[config.mk]
export PLATFORM = sky130hd
export DESIGN_NAME = cva6_pma_unit
export DESIGN_NICKNAME = d
export VERILOG_FILES = /design/src/rtl/cva6_pma_unit.sv
export SDC_FILE = /design/constraint.sdc
export NUM_CORES = 2
export LEC_CHECK = 0
export CORE_UTILIZATION = 65
export CTS_BUF_LIST = sky130_fd_sc_hd__clkbuf_2
export CTS_CLUSTER_SIZE = 12
export DETAILED_ROUTE_END_ITERATION = 10
export PLACE_DENSITY = 0.85
export SETUP_SLACK_MARGIN = 0.05
export SYNTH_ARGS = -nofsm -noshare
export SYNTH_HDL_FRONTEND = slang
export SYNTH_SLANG_ARGS = --single-unit
[constraint.sdc]
create_clock -name clk_i -period 16.1 [get_ports clk_i]
set_input_delay 4.83 -clock clk_i [delete_from_list [all_inputs] [get_ports clk_i]]
set_output_delay 4.83 -clock clk_i [all_outputs]
set_load 0.01 [all_outputs]
[src/rtl/cva6_pma_unit.sv]
// Runtime-programmable physical-memory-attribute checker: NrRules lockable address
// windows resolved by lowest-index priority through a two-stage valid/ready pipeline.
module cva6_pma_unit #(
  parameter int unsigned   NrRules   = 4,
  parameter int unsigned   AddrWidth = 64,
  parameter logic [1023:0] RstBase   = '0,
  parameter logic [1023:0] RstLength = '0,
  parameter logic [47:0]   RstAttr   = '0,
  localparam int unsigned  IdxW      = (NrRules > 1) ? $clog2(NrRules) : 1
) (
  input  logic                 clk_i,
  input  logic                 rst_ni,
  input  logic                 flush_i,
  input  logic                 cfg_we_i,
  input  logic [IdxW-1:0]      cfg_idx_i,
  input  logic [AddrWidth-1:0] cfg_base_i,
  input  logic [AddrWidth-1:0] cfg_len_i,
  input  logic [2:0]           cfg_attr_i,
  input  logic                 cfg_lock_i,
  output logic                 cfg_err_o,
  input  logic                 req_valid_i,
  output logic                 req_ready_o,
  input  logic [AddrWidth-1:0] req_addr_i,
  output logic                 rsp_valid_o,
  input  logic                 rsp_ready_i,
  output logic                 rsp_hit_o,
  output logic [IdxW-1:0]      rsp_rule_o,
  output logic                 rsp_exec_o,
  output logic                 rsp_cached_o,
  output logic                 rsp_nonidem_o,
  output logic [15:0]          miss_cnt_o
);

  localparam int unsigned AW1 = AddrWidth + 1;

  typedef enum logic {EMPTY, FULL} stage_e;

  logic [AddrWidth-1:0] base_q [NrRules];
  logic [AddrWidth-1:0] len_q  [NrRules];
  logic [2:0]           attr_q [NrRules];
  logic [NrRules-1:0]   lock_q;

  logic            idx_ok, lock_sel, cfg_apply, cfg_err_q;
  logic            m_hit;
  logic [IdxW-1:0] m_idx;
  logic [2:0]      m_attr;

  stage_e s1_q, s1_d, s2_q, s2_d;
  logic   s1_adv, accept;

  logic            s1_hit_q, s2_hit_q;
  logic [IdxW-1:0] s1_idx_q, s2_idx_q;
  logic [2:0]      s1_attr_q, s2_attr_q;
  logic [15:0]     miss_q;

  // Config write qualification: index in range and target rule unlocked
  always_comb begin
    lock_sel = 1'b0;
    for (int i = 0; i < int'(NrRules); i++) begin
      if (cfg_idx_i == IdxW'(i)) lock_sel = lock_q[i];
    end
    idx_ok    = ({1'b0, cfg_idx_i} < (IdxW + 1)'(NrRules));
    cfg_apply = cfg_we_i && idx_ok && !lock_sel;
  end

  always_ff @(posedge clk_i or negedge rst_ni) begin
    if (!rst_ni) begin
      for (int i = 0; i < int'(NrRules); i++) begin
        base_q[i] <= RstBase[64*i +: AddrWidth];
        len_q[i]  <= RstLength[64*i +: AddrWidth];
        attr_q[i] <= RstAttr[3*i +: 3];
      end
      lock_q <= '0;
    end else if (cfg_apply) begin
      for (int i = 0; i < int'(NrRules); i++) begin
        if (cfg_idx_i == IdxW'(i)) begin
          base_q[i] <= cfg_base_i;
          len_q[i]  <= cfg_len_i;
          attr_q[i] <= cfg_attr_i;
          if (cfg_lock_i) lock_q[i] <= 1'b1;
        end
      end
    end
  end

  always_ff @(posedge clk_i or negedge rst_ni) begin
    if (!rst_ni) cfg_err_q <= 1'b0;
    else         cfg_err_q <= cfg_we_i && !cfg_apply;
  end

  // Window match; descending scan so the lowest matching index is assigned last
  always_comb begin
    m_hit  = 1'b0;
    m_idx  = '0;
    m_attr = 3'b100;
    for (int i = int'(NrRules) - 1; i >= 0; i--) begin
      if ((len_q[i] != '0) && (req_addr_i >= base_q[i]) &&
          ({1'b0, req_addr_i} < AW1'({1'b0, base_q[i]} + {1'b0, len_q[i]}))) begin
        m_hit  = 1'b1;
        m_idx  = IdxW'(i);
        m_attr = attr_q[i];
      end
    end
  end

  // Stage occupancy next-state and request handshake
  always_comb begin
    s1_d        = s1_q;
    s2_d        = s2_q;
    s1_adv      = (s1_q == FULL) && ((s2_q == EMPTY) || rsp_ready_i);
    req_ready_o = (s1_q == EMPTY) || s1_adv;
    accept      = req_valid_i && req_ready_o && !flush_i;
    if (flush_i) begin
      s1_d = EMPTY;
      s2_d = EMPTY;
    end else begin
      if ((s2_q == EMPTY) || rsp_ready_i) s2_d = s1_q;
      if (accept)      s1_d = FULL;
      else if (s1_adv) s1_d = EMPTY;
    end
  end

  always_ff @(posedge clk_i or negedge rst_ni) begin
    if (!rst_ni) begin
      s1_q <= EMPTY;
      s2_q <= EMPTY;
    end else begin
      s1_q <= s1_d;
      s2_q <= s2_d;
    end
  end

  // Stage payloads; S2 only reloads when it is free to change
  always_ff @(posedge clk_i or negedge rst_ni) begin
    if (!rst_ni) begin
      s1_hit_q  <= 1'b0;
      s1_idx_q  <= '0;
      s1_attr_q <= 3'b100;
      s2_hit_q  <= 1'b0;
      s2_idx_q  <= '0;
      s2_attr_q <= 3'b100;
    end else begin
      if (accept) begin
        s1_hit_q  <= m_hit;
        s1_idx_q  <= m_idx;
        s1_attr_q <= m_attr;
      end
      if (s1_adv && !flush_i) begin
        s2_hit_q  <= s1_hit_q;
        s2_idx_q  <= s1_idx_q;
        s2_attr_q <= s1_attr_q;
      end
    end
  end

  always_ff @(posedge clk_i or negedge rst_ni) begin
    if (!rst_ni) begin
      miss_q <= '0;
    end else if ((s2_q == FULL) && rsp_ready_i && !flush_i && !s2_hit_q &&
                 (miss_q != 16'hFFFF)) begin
      miss_q <= miss_q + 16'd1;
    end
  end

  assign cfg_err_o     = cfg_err_q;
  assign rsp_valid_o   = (s2_q == FULL);
  assign rsp_hit_o     = s2_hit_q;
  assign rsp_rule_o    = s2_idx_q;
  assign rsp_exec_o    = s2_attr_q[0];
  assign rsp_cached_o  = s2_attr_q[1];
  assign rsp_nonidem_o = s2_attr_q[2];
  assign miss_cnt_o    = miss_q;

endmodule

==> impl_results.md <==
* Status: finished clean
* Number of flops mapped to enable cells by yosys at 0
* RSZ-0062 raised after global routing: no
* Mapped Avg Cell Area at 9.192 um^2
* Worst setup startpoint: rsp_ready_i
* Pleak at 24.28 nW
* Worst hold path class: reg -> reg
* Ports at 229
* Syn nets at 6055
* Die width at 270.1 um
* Largest net degree at the start of global routing at 195
* CP endpoint kind: output pin
* Pins Over Slew Limit at 0
* WL final at 173900 um
* Commonest non-fill, non-tap cell in the layout: ha_1
* Cell depth of the worst flop-to-flop path at 22
* Vias at 43120
* Main synth FF type: dfrtp_1
* Avg Vias per Cell at 6.726
* Largest stage delay, worst path at 0.49 ns
* Max-cap viol count at 0
* Postcts setup bufs at 0
* Placed cell count at 6135
* Gpl congestion at 1.089
* Worst endpoint data arrival time at 6.13 ns
* TritonCTS buffer count at 151
* Leading area contributor after synthesis: dfrtp_1
* Slew headroom at 0.04926
* Die Y at 270.1 um
* Core Region at 70510 um^2
* FF-to-FF End: s1_idx_q[1]$_DFFE_PN0P_
* Utilization after layout at 0.7284
* Area of the die at 72950 um^2
* Finished Layout Cells at 6411
* Insertion delay to the later sink of the worst-skew pair at 1.51 ns
* Yosys Warn Count at 0
* Tot GR Track Use at 0.4705
* Asr flop ratio synth at 1.000
* Area added between synthesis and finish at 9.948%
* Netlist cell types at 95
* H-tree depth at 4
* Commonest cells after routing, fill and taps aside: ha_1 (765), dfrtp_1 (557), nand2_1 (432)
* Post-cts sizing count at 0
* Longest Clk Path Bufs at 3
* Power Density at 229.6 nW/um^2
* R2R Setup Slk at 7.51 ns
* Root Driver: clkbuf_2
* #FFs+latches synth at 559
* Aggregate global routing overflow at 0
* Final setup viols at 0
* Cells after synthesis at 5082
* CTS tree: built
* Hold Buf Count CTS at 0
* Seq/Total Area, Yosys at 0.2995
* Crit Path Max Fanout at 4
* Initial antenna violation count at 13
* Final HPWL DP at 137500 um
* CP dominant cell by count: clkdlybuf4s50_1
* Vias in the first global route at 42350
* Crit start category: input pin
* Routed Antenna Nets at 0
* Drt pass-1 iters at 6
* Final net count at 6321
* # DRC at 0
* Initial core utilization at 0.6625
* Filler Cells Inserted at 5430
* Seq. cell area at 13990 um^2
* Num rows at 97
* Share of cells above drive strength 1 at 0.1224
* Fin crit period at 10.96 ns
* Starting DRT DRC Count at 4241
* Share of the synthesized area in the top cell type at 0.2984
* Slowest-stage cell, CP: clkdlybuf4s50_1
* Fmax at 91.27 MHz
* Req. time, crit path at 11.27 ns
* Global-route wire length before repair at 257400 um
* CP cell instances: clkdlybuf4s50_1 > nor2b_1 > nand2_1 > clkdlybuf4s50_1
* R2R Path Start: base_q[64]$_DFFE_PN0P_
* Final Cycle Share at 0.6806
* Worst Skew at 0.1260 ns
* Area occupied by multi-input gates at 30960 um^2
* Critical path depth at 4
* Top post-synthesis cells by area: dfrtp_1 (30%), ha_1 (20%), mux2_2 (8.2%)
* Worst-Margin Slew at 1.413 ns
* Final Hold Vio Count at 0
* Delay-heaviest family, CP: buffers and inverters
* Final TNS setup at 0 ns
* Worst-path clk slew at 0.10 ns
* Wire per inst at 27.12 um
* Worst vdd ir at 142.8 uV
* Sinks on Clock Net at 559
* PortBufs at 228
* Worst setup path class: in -> out
* Crit path buffers/inverters at 2
* Setup crit end: req_ready_o
* Synthesized cell area at 46710 um^2
synthesized netlist by cell type, drive strengths merged (16+ instances only):
master,count
dfrtp,557
ha,765
xnor2,138
nor2b,48
nand2b,42
clkbuf,130
a211oi,51
o21ai,429
nor2,186
nor3,57
o21bai,47
nor4,82
a21oi,417
a2111oi,19
nand4,145
nand2,432
xor2,115
mux2,341
o31ai,23
and3,32
o21a,43
nand3,90
inv,334
and2,21
o211ai,32
a31oi,29
a21o,244
buf,16
worst reg2reg max path: stages (launching register included):
cell,delay (ns)
dfrtp_1,0.43
ha_1,0.27
fa_1,0.45
a211oi_1,0.38
o211a_1,0.24
o21ai_1,0.18
a31oi_1,0.74
or3b_1,0.52
nand2_1,0.31
nand2b_1,0.25
o221ai_2,0.22
a311oi_1,0.85
xor2_1,0.14
ha_1,0.34
nand4_1,0.10
nor2_1,0.28
nand3_1,0.40
or4_1,0.66
nor4_1,0.66
o21ai_0,0.20
o211a_2,0.39
nand2b_1,0.21
a32o_1,0.29
sequential cells by signal (all words and copies together) (netlist names):
register and count:
rsp_valid_o 1, s1_idx_q 2, base_q 256, miss_cnt_o 16, lock_q 4, s1_q 1
rsp_rule_o 2, rsp_hit_o 1, s1_attr_q 3, s1_hit_q 1, attr_q 12, len_q 256
cfg_err_o 1, s2_attr_q 3
power breakdown:
| group | total (mW) | switching, mW | internal [mW] |
|---|---|---|---|
| Combinational | 8.18 | 4.84 | 3.34 |
| Clock | 1.10 | 0.699 | 0.402 |
| Sequential | 2.51 | 0.596 | 1.92 |
how the worst min path moves through the flow:
stage / from / to / slack (ns) / cells past startpoint
after detailed placement: miss_cnt_o[11]$_DFFE_PN0P_ / miss_cnt_o[11]$_DFFE_PN0P_ / 0.48 / 1
after floorplan: lock_q[3]$_DFFE_PN0P_ / lock_q[3]$_DFFE_PN0P_ / 0.45 / 1
after global routing: miss_cnt_o[11]$_DFFE_PN0P_ / miss_cnt_o[11]$_DFFE_PN0P_ / 0.51 / 1
final: miss_cnt_o[11]$_DFFE_PN0P_ / miss_cnt_o[11]$_DFFE_PN0P_ / 0.50 / 1
after CTS: miss_cnt_o[11]$_DFFE_PN0P_ / miss_cnt_o[11]$_DFFE_PN0P_ / 0.50 / 1
after global placement: miss_cnt_o[11]$_DFFE_PN0P_ / miss_cnt_o[11]$_DFFE_PN0P_ / 0.48 / 1
area by class of cell:
| type | instances | share of cell area |
|---|---|---|
| diodes | 14 | 0.0006821 |
| clock buffers | 221 | 0.02153 |
| clock inverters | 41 | 0.005652 |
| inverters | 334 | 0.02441 |
| multi-input cells | 4043 | 0.6029 |
| flip-flops and latches | 559 | 0.2724 |
| well taps | 940 | 0.02290 |
| repair buffers | 259 | 0.04955 |
metal layers:
layer,vias up,wire length (um),share of wire,GRT usage
li1,19380,-,-,-
met1,20580,64930,0.37,0.5626
met2,2374,76190,0.44,0.7303
met3,785,16840,0.097,0.1134
met4,6,15860,0.091,0.3648
met5,-,43,0.00025,0
kinds of logic (layout without fill, tap and decap cells):
logic type,Yosys count,in the layout,synth area share
and+or+nand+nor,1207,1207,0.1265
xor gates and xnor gates,253,253,0.04743
DFF,559,559,0.2995
AOI/OAI and AO/OA,1470,1470,0.1982
buffers and inverters,480,855,0.03868
adders and majority gates,769,769,0.2066
muxes,344,344,0.08311
other,0,14,0
metrics by stage:
stage,worst slack (ns),hold WS [ns],total power [mW],instance area [um^2]
4_1_cts,5.135,0.4996,11.53,51330
6_report,5.143,0.5015,11.79,51360
3_5_place_dp,5.154,0.4830,10.39,49930
5_1_grt,5.052,0.5121,12.64,51350
3_3_place_gp,5.195,0.4772,10.19,49930
2_1_floorplan,6.128,0.4470,7.949,46710
No activity file was read; power rests on OpenSTA's default activity.
